$ cat config.mk
export PLATFORM = sky130hd
export DESIGN_NAME = multi_edge_detector_flat
export DESIGN_NICKNAME = d
export VERILOG_FILES = /design/src/rtl/multi_edge_detector_if.sv /design/src/rtl/multi_edge_detector.sv /design/src/flat_wrapper.sv
export SDC_FILE = /design/constraint.sdc
export NUM_CORES = 1
export LEC_CHECK = 0
export ABC_AREA = 0
export ABC_CLOCK_PERIOD_IN_PS = 2600
export CAP_MARGIN = 20
export CORE_MARGIN = 5
export CORE_UTILIZATION = 55
export CTS_BUF_LIST = sky130_fd_sc_hd__clkbuf_4 sky130_fd_sc_hd__clkbuf_8 sky130_fd_sc_hd__clkbuf_16
export CTS_CLUSTER_SIZE = 8
export DETAILED_ROUTE_END_ITERATION = 16
export DONT_BUFFER_PORTS = 1
export MAX_ROUTING_LAYER = met4
export PLACE_DENSITY = 0.81
export REMOVE_ABC_BUFFERS = 1
export SLEW_MARGIN = 20
export SYNTH_ARGS = -nofsm -noshare
export SYNTH_HDL_FRONTEND = slang
export SYNTH_SLANG_ARGS = --single-unit
export TNS_END_PERCENT = 20
$ cat constraint.sdc
create_clock -name clk -period 2.6 [get_ports clk]
set_clock_uncertainty 0.15 [all_clocks]
set_input_delay 0.52 -clock clk [delete_from_list [all_inputs] [get_ports clk]]
set_output_delay 0.52 -clock clk [all_outputs]
set_load 0.05 [all_outputs]
$ cat src/rtl/multi_edge_detector_if.sv
// Bundle of the edge detector's functional signals.
//   master : drives in/mode/clr/cnt_clr, observes the detector outputs
//   slave  : the detector itself
//   in        raw level inputs, may be asynchronous to the clock
//   mode      event qualifier: 00 none, 01 rising, 10 falling, 11 both
//   clr       per-channel write-1-to-clear for sticky
//   cnt_clr   synchronous clear of evt_count
//   level     filtered level per channel
//   pedge     one-cycle pulse on accepted 0->1 of level
//   nedge     one-cycle pulse on accepted 1->0 of level
//   evt       pedge/nedge qualified by mode
//   sticky    latched evt per channel
//   irq       OR of sticky
//   evt_count saturating count of cycles with any evt bit set
interface multi_edge_detector_if #(
  parameter int unsigned WIDTH = 8,
  parameter int unsigned CNT_W = 8
);
  logic [WIDTH-1:0] in;
  logic [1:0]       mode;
  logic [WIDTH-1:0] clr;
  logic             cnt_clr;
  logic [WIDTH-1:0] level;
  logic [WIDTH-1:0] pedge;
  logic [WIDTH-1:0] nedge;
  logic [WIDTH-1:0] evt;
  logic [WIDTH-1:0] sticky;
  logic             irq;
  logic [CNT_W-1:0] evt_count;

  modport master (
    output in, mode, clr, cnt_clr,
    input  level, pedge, nedge, evt, sticky, irq, evt_count
  );

  modport slave (
    input  in, mode, clr, cnt_clr,
    output level, pedge, nedge, evt, sticky, irq, evt_count
  );
endinterface

$ cat src/rtl/multi_edge_detector.sv
// Multi-channel edge detector: per-channel synchroniser and glitch filter, registered
// rising/falling edge pulses, mode-qualified events, write-1-to-clear sticky flags, an
// interrupt and a saturating event counter.
//   clk : sole clock, all state on rising edge
//   rst : asynchronous active-high reset
//   bus : multi_edge_detector_if slave modport (see interface for signal list)
module multi_edge_detector #(
  parameter int unsigned WIDTH       = 8,
  parameter int unsigned SYNC_STAGES = 2,
  parameter int unsigned FILTER_LEN  = 2,
  parameter int unsigned CNT_W       = 8
) (
  input logic                  clk,
  input logic                  rst,
  multi_edge_detector_if.slave bus
);

  // Filter counter only needs to reach FILTER_LEN-1; keep at least one bit.
  localparam int unsigned     CfW   = (FILTER_LEN > 1) ? $clog2(FILTER_LEN) : 1;
  localparam logic [CfW-1:0]  CfMax = CfW'(FILTER_LEN - 1);

  logic [WIDTH-1:0] sync_q [SYNC_STAGES];
  logic [WIDTH-1:0] sync_s;

  logic [CfW-1:0]   fcnt_q [WIDTH];
  logic [CfW-1:0]   fcnt_d [WIDTH];
  logic [WIDTH-1:0] level_q, level_d;
  logic [WIDTH-1:0] pedge_q, pedge_d;
  logic [WIDTH-1:0] nedge_q, nedge_d;
  logic [WIDTH-1:0] evt;
  logic [WIDTH-1:0] sticky_q, sticky_d;
  logic [CNT_W-1:0] count_q, count_d;

  assign sync_s = sync_q[SYNC_STAGES-1];

  // Glitch filter: a differing level must persist FILTER_LEN sampled cycles; any
  // return to the accepted level restarts the count.
  always_comb begin
    level_d = level_q;
    for (int i = 0; i < WIDTH; i++) begin
      fcnt_d[i] = '0;
      if (sync_s[i] != level_q[i]) begin
        if (fcnt_q[i] == CfMax) begin
          level_d[i] = sync_s[i];
        end else begin
          fcnt_d[i] = fcnt_q[i] + CfW'(1);
        end
      end
    end
  end

  // Edges registered alongside the level flip, so they are mutually exclusive.
  assign pedge_d = level_d & ~level_q;
  assign nedge_d = ~level_d & level_q;

  // Mode acts combinationally so a change is seen on the very next sample.
  assign evt = (pedge_q & {WIDTH{bus.mode[0]}}) | (nedge_q & {WIDTH{bus.mode[1]}});

  // Set wins over a concurrent clear.
  assign sticky_d = evt | (sticky_q & ~bus.clr);

  always_comb begin
    count_d = count_q;
    if (bus.cnt_clr) begin
      count_d = '0;
    end else if ((|evt) && (count_q != {CNT_W{1'b1}})) begin
      count_d = count_q + CNT_W'(1);
    end
  end

  always_ff @(posedge clk or posedge rst) begin
    if (rst) begin
      for (int i = 0; i < SYNC_STAGES; i++) begin
        sync_q[i] <= '0;
      end
      for (int i = 0; i < WIDTH; i++) begin
        fcnt_q[i] <= '0;
      end
      level_q  <= '0;
      pedge_q  <= '0;
      nedge_q  <= '0;
      sticky_q <= '0;
      count_q  <= '0;
    end else begin
      sync_q[0] <= bus.in;
      for (int i = 1; i < SYNC_STAGES; i++) begin
        sync_q[i] <= sync_q[i-1];
      end
      for (int i = 0; i < WIDTH; i++) begin
        fcnt_q[i] <= fcnt_d[i];
      end
      level_q  <= level_d;
      pedge_q  <= pedge_d;
      nedge_q  <= nedge_d;
      sticky_q <= sticky_d;
      count_q  <= count_d;
    end
  end

  assign bus.level     = level_q;
  assign bus.pedge     = pedge_q;
  assign bus.nedge     = nedge_q;
  assign bus.evt       = evt;
  assign bus.sticky    = sticky_q;
  assign bus.irq       = |sticky_q;
  assign bus.evt_count = count_q;

endmodule

$ cat src/flat_wrapper.sv
// flat-port wrapper written by rule: the top's interface ports become plain ports
module multi_edge_detector_flat 
#(
  parameter int unsigned WIDTH       = 8,
  parameter int unsigned SYNC_STAGES = 2,
  parameter int unsigned FILTER_LEN  = 2,
  parameter int unsigned CNT_W       = 8
)
  (clk, rst, bus_in, bus_mode, bus_clr, bus_cnt_clr, bus_level, bus_pedge, bus_nedge, bus_evt, bus_sticky, bus_irq, bus_evt_count);
  multi_edge_detector_if #(.WIDTH(WIDTH), .CNT_W(CNT_W)) bus_i ();
  input logic clk;
  input logic rst;
  input wire logic [$bits(bus_i.in)-1:0] bus_in;
  input wire logic [$bits(bus_i.mode)-1:0] bus_mode;
  input wire logic [$bits(bus_i.clr)-1:0] bus_clr;
  input wire logic [$bits(bus_i.cnt_clr)-1:0] bus_cnt_clr;
  output wire logic [$bits(bus_i.level)-1:0] bus_level;
  output wire logic [$bits(bus_i.pedge)-1:0] bus_pedge;
  output wire logic [$bits(bus_i.nedge)-1:0] bus_nedge;
  output wire logic [$bits(bus_i.evt)-1:0] bus_evt;
  output wire logic [$bits(bus_i.sticky)-1:0] bus_sticky;
  output wire logic [$bits(bus_i.irq)-1:0] bus_irq;
  output wire logic [$bits(bus_i.evt_count)-1:0] bus_evt_count;
  assign bus_i.in = bus_in;
  assign bus_i.mode = bus_mode;
  assign bus_i.clr = bus_clr;
  assign bus_i.cnt_clr = bus_cnt_clr;
  assign bus_level = bus_i.level;
  assign bus_pedge = bus_i.pedge;
  assign bus_nedge = bus_i.nedge;
  assign bus_evt = bus_i.evt;
  assign bus_sticky = bus_i.sticky;
  assign bus_irq = bus_i.irq;
  assign bus_evt_count = bus_i.evt_count;
  multi_edge_detector #(.WIDTH(WIDTH), .SYNC_STAGES(SYNC_STAGES), .FILTER_LEN(FILTER_LEN), .CNT_W(CNT_W)) u_core (.clk(clk), .rst(rst), .bus(bus_i));
endmodule
## After elaboration in Yosys (flattened, before gate mapping)

Index checks and enable logic that the tools add are counted.

| storage, ports and cells | value |
|---|---|
| bits in registers | 64 |
| latch bits | 0 |
| RAM bits | 0 |
| bits in read-only memories | 0 |
| input bits | 21 |
| output and inout port bits | 49 |
| memories | 0 |

| operators by class | value |
|---|---|
| $add $sub $neg | 9 |
| multiply operators | 0 |
| divide/modulo/power cells | 0 |
| order comparisons | 0 |
| equality and inequality tests | 9 |
| shifts and indexed selects | 0 |
| mux-type cells | 34 |
| bitwise gates (word level) | 10 |
| reductions and logical operators | 4 |

Operators by type and width:

| operator | number |
|---|---|
| $and 8x8->8 | 5 |
| $mux 1 | 32 |
| $not 8->8 | 3 |
| $mux 8 | 2 |
| $or 8x8->8 | 2 |
| $reduce_or 8->1 | 2 |
| $add 1x1->1 const B | 8 |
| $add 8x1->8 const B | 1 |
| $ne 1x1->1 | 8 |
| $ne 8x8->1 const B | 1 |
| $reduce_bool 2->1 | 1 |
| $logic_and 1x1->1 | 1 |

## Logic depth before layout (Yosys ltp)

| depth | value |
|---|---|
| depth in word-level cells | 6 |
| gate-level depth with buffers | 6 |

## Worst setup path before layout

Ideal clock, no wire load.

| path | value |
|---|---|
| path kind | input-to-output |
| from | input bus_mode[1] |
| to | output bus_evt[6] |
| data arrival time | 1.322 ns |
| slack | 0.608 ns |
| cell stages on the path | 2 |
| buffers on the path | 1 |
| cells stage by stage | clkbuf_1 a22o_1 |

| on the way | value |
|---|---|
| word-level cells in the longest chain between the ends | 2 |

Ends and longest elaborated chain:

| what | RTL line | RTL |
|---|---|---|
| from (decl) | flat_wrapper.sv:14 | `input wire logic [$bits(bus_i.mode)-1:0] bus_mode;` |
| $and 8x8->8 | multi_edge_detector.sv:57 | `assign evt = (pedge_q & {WIDTH{bus.mode[0]}}) \| (nedge_q & {WIDTH{bus.mode[1]}});` |
| $or 8x8->8 | multi_edge_detector.sv:57 |  |
| to (decl) | flat_wrapper.sv:20 | `output wire logic [$bits(bus_i.evt)-1:0] bus_evt;` |

No other way between the ends.

## Worst setup path in the final report

| path | value |
|---|---|
| from | register u_core.sticky_q[2], in the netlist u_core.bus.sticky[2] |
| to | output bus_irq |

| on the way | value |
|---|---|
| word-level cells in the longest chain between the ends | 1 |

Ends and longest elaborated chain:

| what | RTL line | RTL |
|---|---|---|
| from (decl) | multi_edge_detector.sv:31 | `logic [WIDTH-1:0] sticky_q, sticky_d;` |
| from (signal assigned) | multi_edge_detector.sv:95 | `sticky_q <= sticky_d;` |
| $reduce_or 8->1 | multi_edge_detector.sv:105 | `assign bus.irq = \|sticky_q;` |
| to (decl) | flat_wrapper.sv:22 | `output wire logic [$bits(bus_i.irq)-1:0] bus_irq;` |

No other way between the ends.

==> flow_summary.toml <==
[logic_synthesis]
synth_fa_ha_area_frac = 0.00518
yosysSeqAreaShare = 0.664
synth_xor_area_frac = 0.0363
synthSimpleGateAreaFrac = 0.130
ys_async_sr_fraction = 1.00
avgSynthCellArea_sq_um = 12.4
synth-main-ff-cell = "dfrtp_1"
synth-edff-count = 0
ys_seq_elements = 64
muxShareOfSynthArea = 0.00415
netlist_instances = 195
synthesis.area_sq_um = 2410
yosysUniqueCellTypes = 29
synth_top_family_by_area = "simple AND/OR/NAND/NOR gates"
synth-compound-area-share = 0.125
yosysWarningCount = 0

[floorplanning]
die_w_um = 76.2
die-height_um = 76.2
start_util = 0.562
ios = 70
rows = 24
dieArea_sq_um = 5810
design.core.area_sq_um = 4290

[global_route]
grt_max_degree = 39
gr-total-overflow = 0
grt_pass1_vias = 1423
met1_usage = 0.209
top_usage_layer = "met2"
grt_use_met3 = 0.0638
grt_pass1_wl_um = 7420
antenna_found_initial = 0
use_met2 = 0.240
grt_use_total = 0.165

[setup_path]
r2r_start = "u_core.bus.pedge[1]$_DFF_PP0_"
start_kind = "flop"
reg2reg_setup_slack_ns = 0.52
slowest_delay_ns = 0.57
cp-end-kind = "output port"
cp_slowest_cell = "dfrtp_1"
cp_num_buf_inv = 0
cp_top_family = "simple AND/OR/NAND/NOR gates"
required_ns = 1.93
crit_type = "flop to output port"
rr_endpoint = "u_core.bus.evt_count[4]$_DFFE_PP0P_"
reg2reg_depth = 5
path_cells = "nor4_1, nand2_1"
cp.arrival_ns = 1.59
path_max_fanout = 3

[cts]
root_buffer = "clkbuf_8"
clk_pin_slew_worst_paths_ns = 0.06
ctsResizeCount = 0
cts_inserted_buffers = 9
clockBufferDepth = 2
clk_latency_ns = 0.31
cts_hold_buf = 0
cts_tree = "built"
cts_sinks = 64
post-cts-setup-buffers = 0
htreeDepth = 3

[sta]
setup_violations = 0
max_clock_freq_mhz = 442
fin_setup_tns_ns = 0
maxSlewHeadroom = 0.617
rsz0062_at_grt = "no"
period_share = 0.871
finalHoldViolCount = 26
period_minus_slack_ns = 2.26
fin_ws_ns = 0.335
finalMaxSlewViolations = 0
worst_pin_slew_ns = 0.575
hold_slack_ns = -0.00895

[pwr]
p_sw_mw = 1.61
switching_share = 0.444
p_per_area_nw_per_um2 = 1320
peakVddDrop_uv = 723
p_leak_nw = 1.38
p_comb_frac = 0.227
power_frac_seq = 0.545
clockPowerShare = 0.228
internal_power_mw = 2.02

[place]
portBuffers = 0
gp_congestion = 0.839
dpl_worst_slack_ns = 0.527
dpl.hpwl_um = 3190
placed_area_sq_um = 2550

[drt]
dr.pass1.iters = 4
routed_wl_um = 4240
route.detailed.drc = 0
drtIter0Drc = 60
post_drt_wl_per_cell_um = 15.8
avgViaCountPerCell = 5.40
via_count = 1452
antenna_left = 0

[final_layout]
nets = 235
postLayoutCoreUtil = 0.640
layout-drive-gt1-share = 0.166
design_area_sq_um = 2750
fillerInstances = 326
syn_to_final_growth_pct = 13.9
n_antenna_cell = 0

[run]
max_cap_violations = 0

[run_status]
outcome = "complete, but fails checks"
violations = "hold timing"

[worst_hold_path]
hold_path.class = "primary input to async pin"
-- power by group through the flow --
| stage | registers (mW) | clock network [mW] | logic (mW) |
|---|---|---|---|
| finish | 1.98 | 0.828 | 0.824 |
| global route | 2.03 | 0.905 | 0.906 |
| CTS | 1.99 | 0.844 | 0.838 |
| detailed placement | 2.01 | 0 | 0.837 |
| global placement | 2.00 | 0 | 0.819 |
| floorplan | 2.03 | 0 | 0.616 |
-- cells in the final DEF (no fill, tap or decap), types with 3 or more instances in the layout --
cell	count
nor3b_1	8
nor2_1	21
clkbuf_8	10
buf_4	9
a22o_1	7
xnor2_1	10
and3_1	4
a21o_1	10
dfrtp_1	64
nand2_1	12
a211oi_1	3
o21ai_0	8
or4_4	3
nand3_1	3
inv_1	19
-- cells in the mapped netlist, types with 2 or more instances --
cell type	number	area [sq um]
dfrtp_1	64	1600
nor2_1	21	78.8
inv_1	20	75.1
nand2_1	12	45.0
a21o_1	10	75.1
xnor2_1	10	87.6
nor3b_1	8	60.1
o21ai_0	8	40.0
a22o_1	7	61.3
and3_1	4	25.0
a211oi_1	3	22.5
nand3_1	3	15.0
or4_4	3	33.8
a21oi_1	2	10.0
a21oi_2	2	17.5
clkbuf_1	2	7.51
nor2b_1	2	12.5
nor4_1	2	12.5
o21ai_4	2	32.5
-- per-layer routing --
| metal | up-vias | part of all wire |
|---|---|---|
| met2 | 53 | 0.48 |
| met3 | 6 | 0.077 |
| met4 | 0 | 0.018 |
| met5 | - | 0 |
| met1 | 701 | 0.42 |
| li1 | 692 | - |
-- cell type report --
type,count,area (sq um),share of cell area
well taps,52,65.1,0.0237
repair buffers,10,87.6,0.0318
flip-flops and latches,64,1600,0.582
clock inverters,3,42.5,0.0155
inverters,20,75.1,0.0273
clock buffers,12,153,0.0555
multi-input cells,108,726,0.264
-- worst max-delay path by stage --
stage	from	endpoint	slack, ns	cells after the start
5_1_grt	u_core.bus.sticky[5]$_DFF_PP0_	bus_irq	0.17	2
6_report	u_core.bus.sticky[2]$_DFF_PP0_	bus_irq	0.34	2
2_1_floorplan	rst	u_core.bus.evt_count[0]$_DFFE_PP0P_	0.33	1
4_1_cts	u_core.bus.sticky[2]$_DFF_PP0_	bus_irq	0.30	2
3_5_place_dp	u_core.bus.pedge[1]$_DFF_PP0_	u_core.bus.evt_count[4]$_DFFE_PP0P_	0.53	5
3_3_place_gp	u_core.bus.pedge[1]$_DFF_PP0_	u_core.bus.evt_count[4]$_DFFE_PP0P_	0.56	5
-- registers in the layout, summed over array words and instances (netlist names) --
register and count:
u_core.bus.level 8, u_core.sync_q 8, u_core.bus.evt_count 8, u_core.bus.nedge 8, u_core.sync_s 8, u_core.bus.pedge 8
u_core.bus.sticky 8, u_core.fcnt_q 8
-- kinds of logic after synthesis --
logic type	count (synthesis)
AOI/OAI and AO/OA	38
xor gates and xnor gates	10
adders and majority gates	1
buffers and inverters	23
DFF	64
muxes	1
and+or+nand+nor	58
-- stage by stage --
| stage | power, mW | instances |
|---|---|---|
| floorplan | 2.65 | 192 |
| global placement | 2.82 | 254 |
| detailed placement | 2.84 | 254 |
| CTS | 3.67 | 269 |
| global route | 3.84 | 269 |
| finish | 3.63 | 269 |
(Power assumes the default switching activity.)
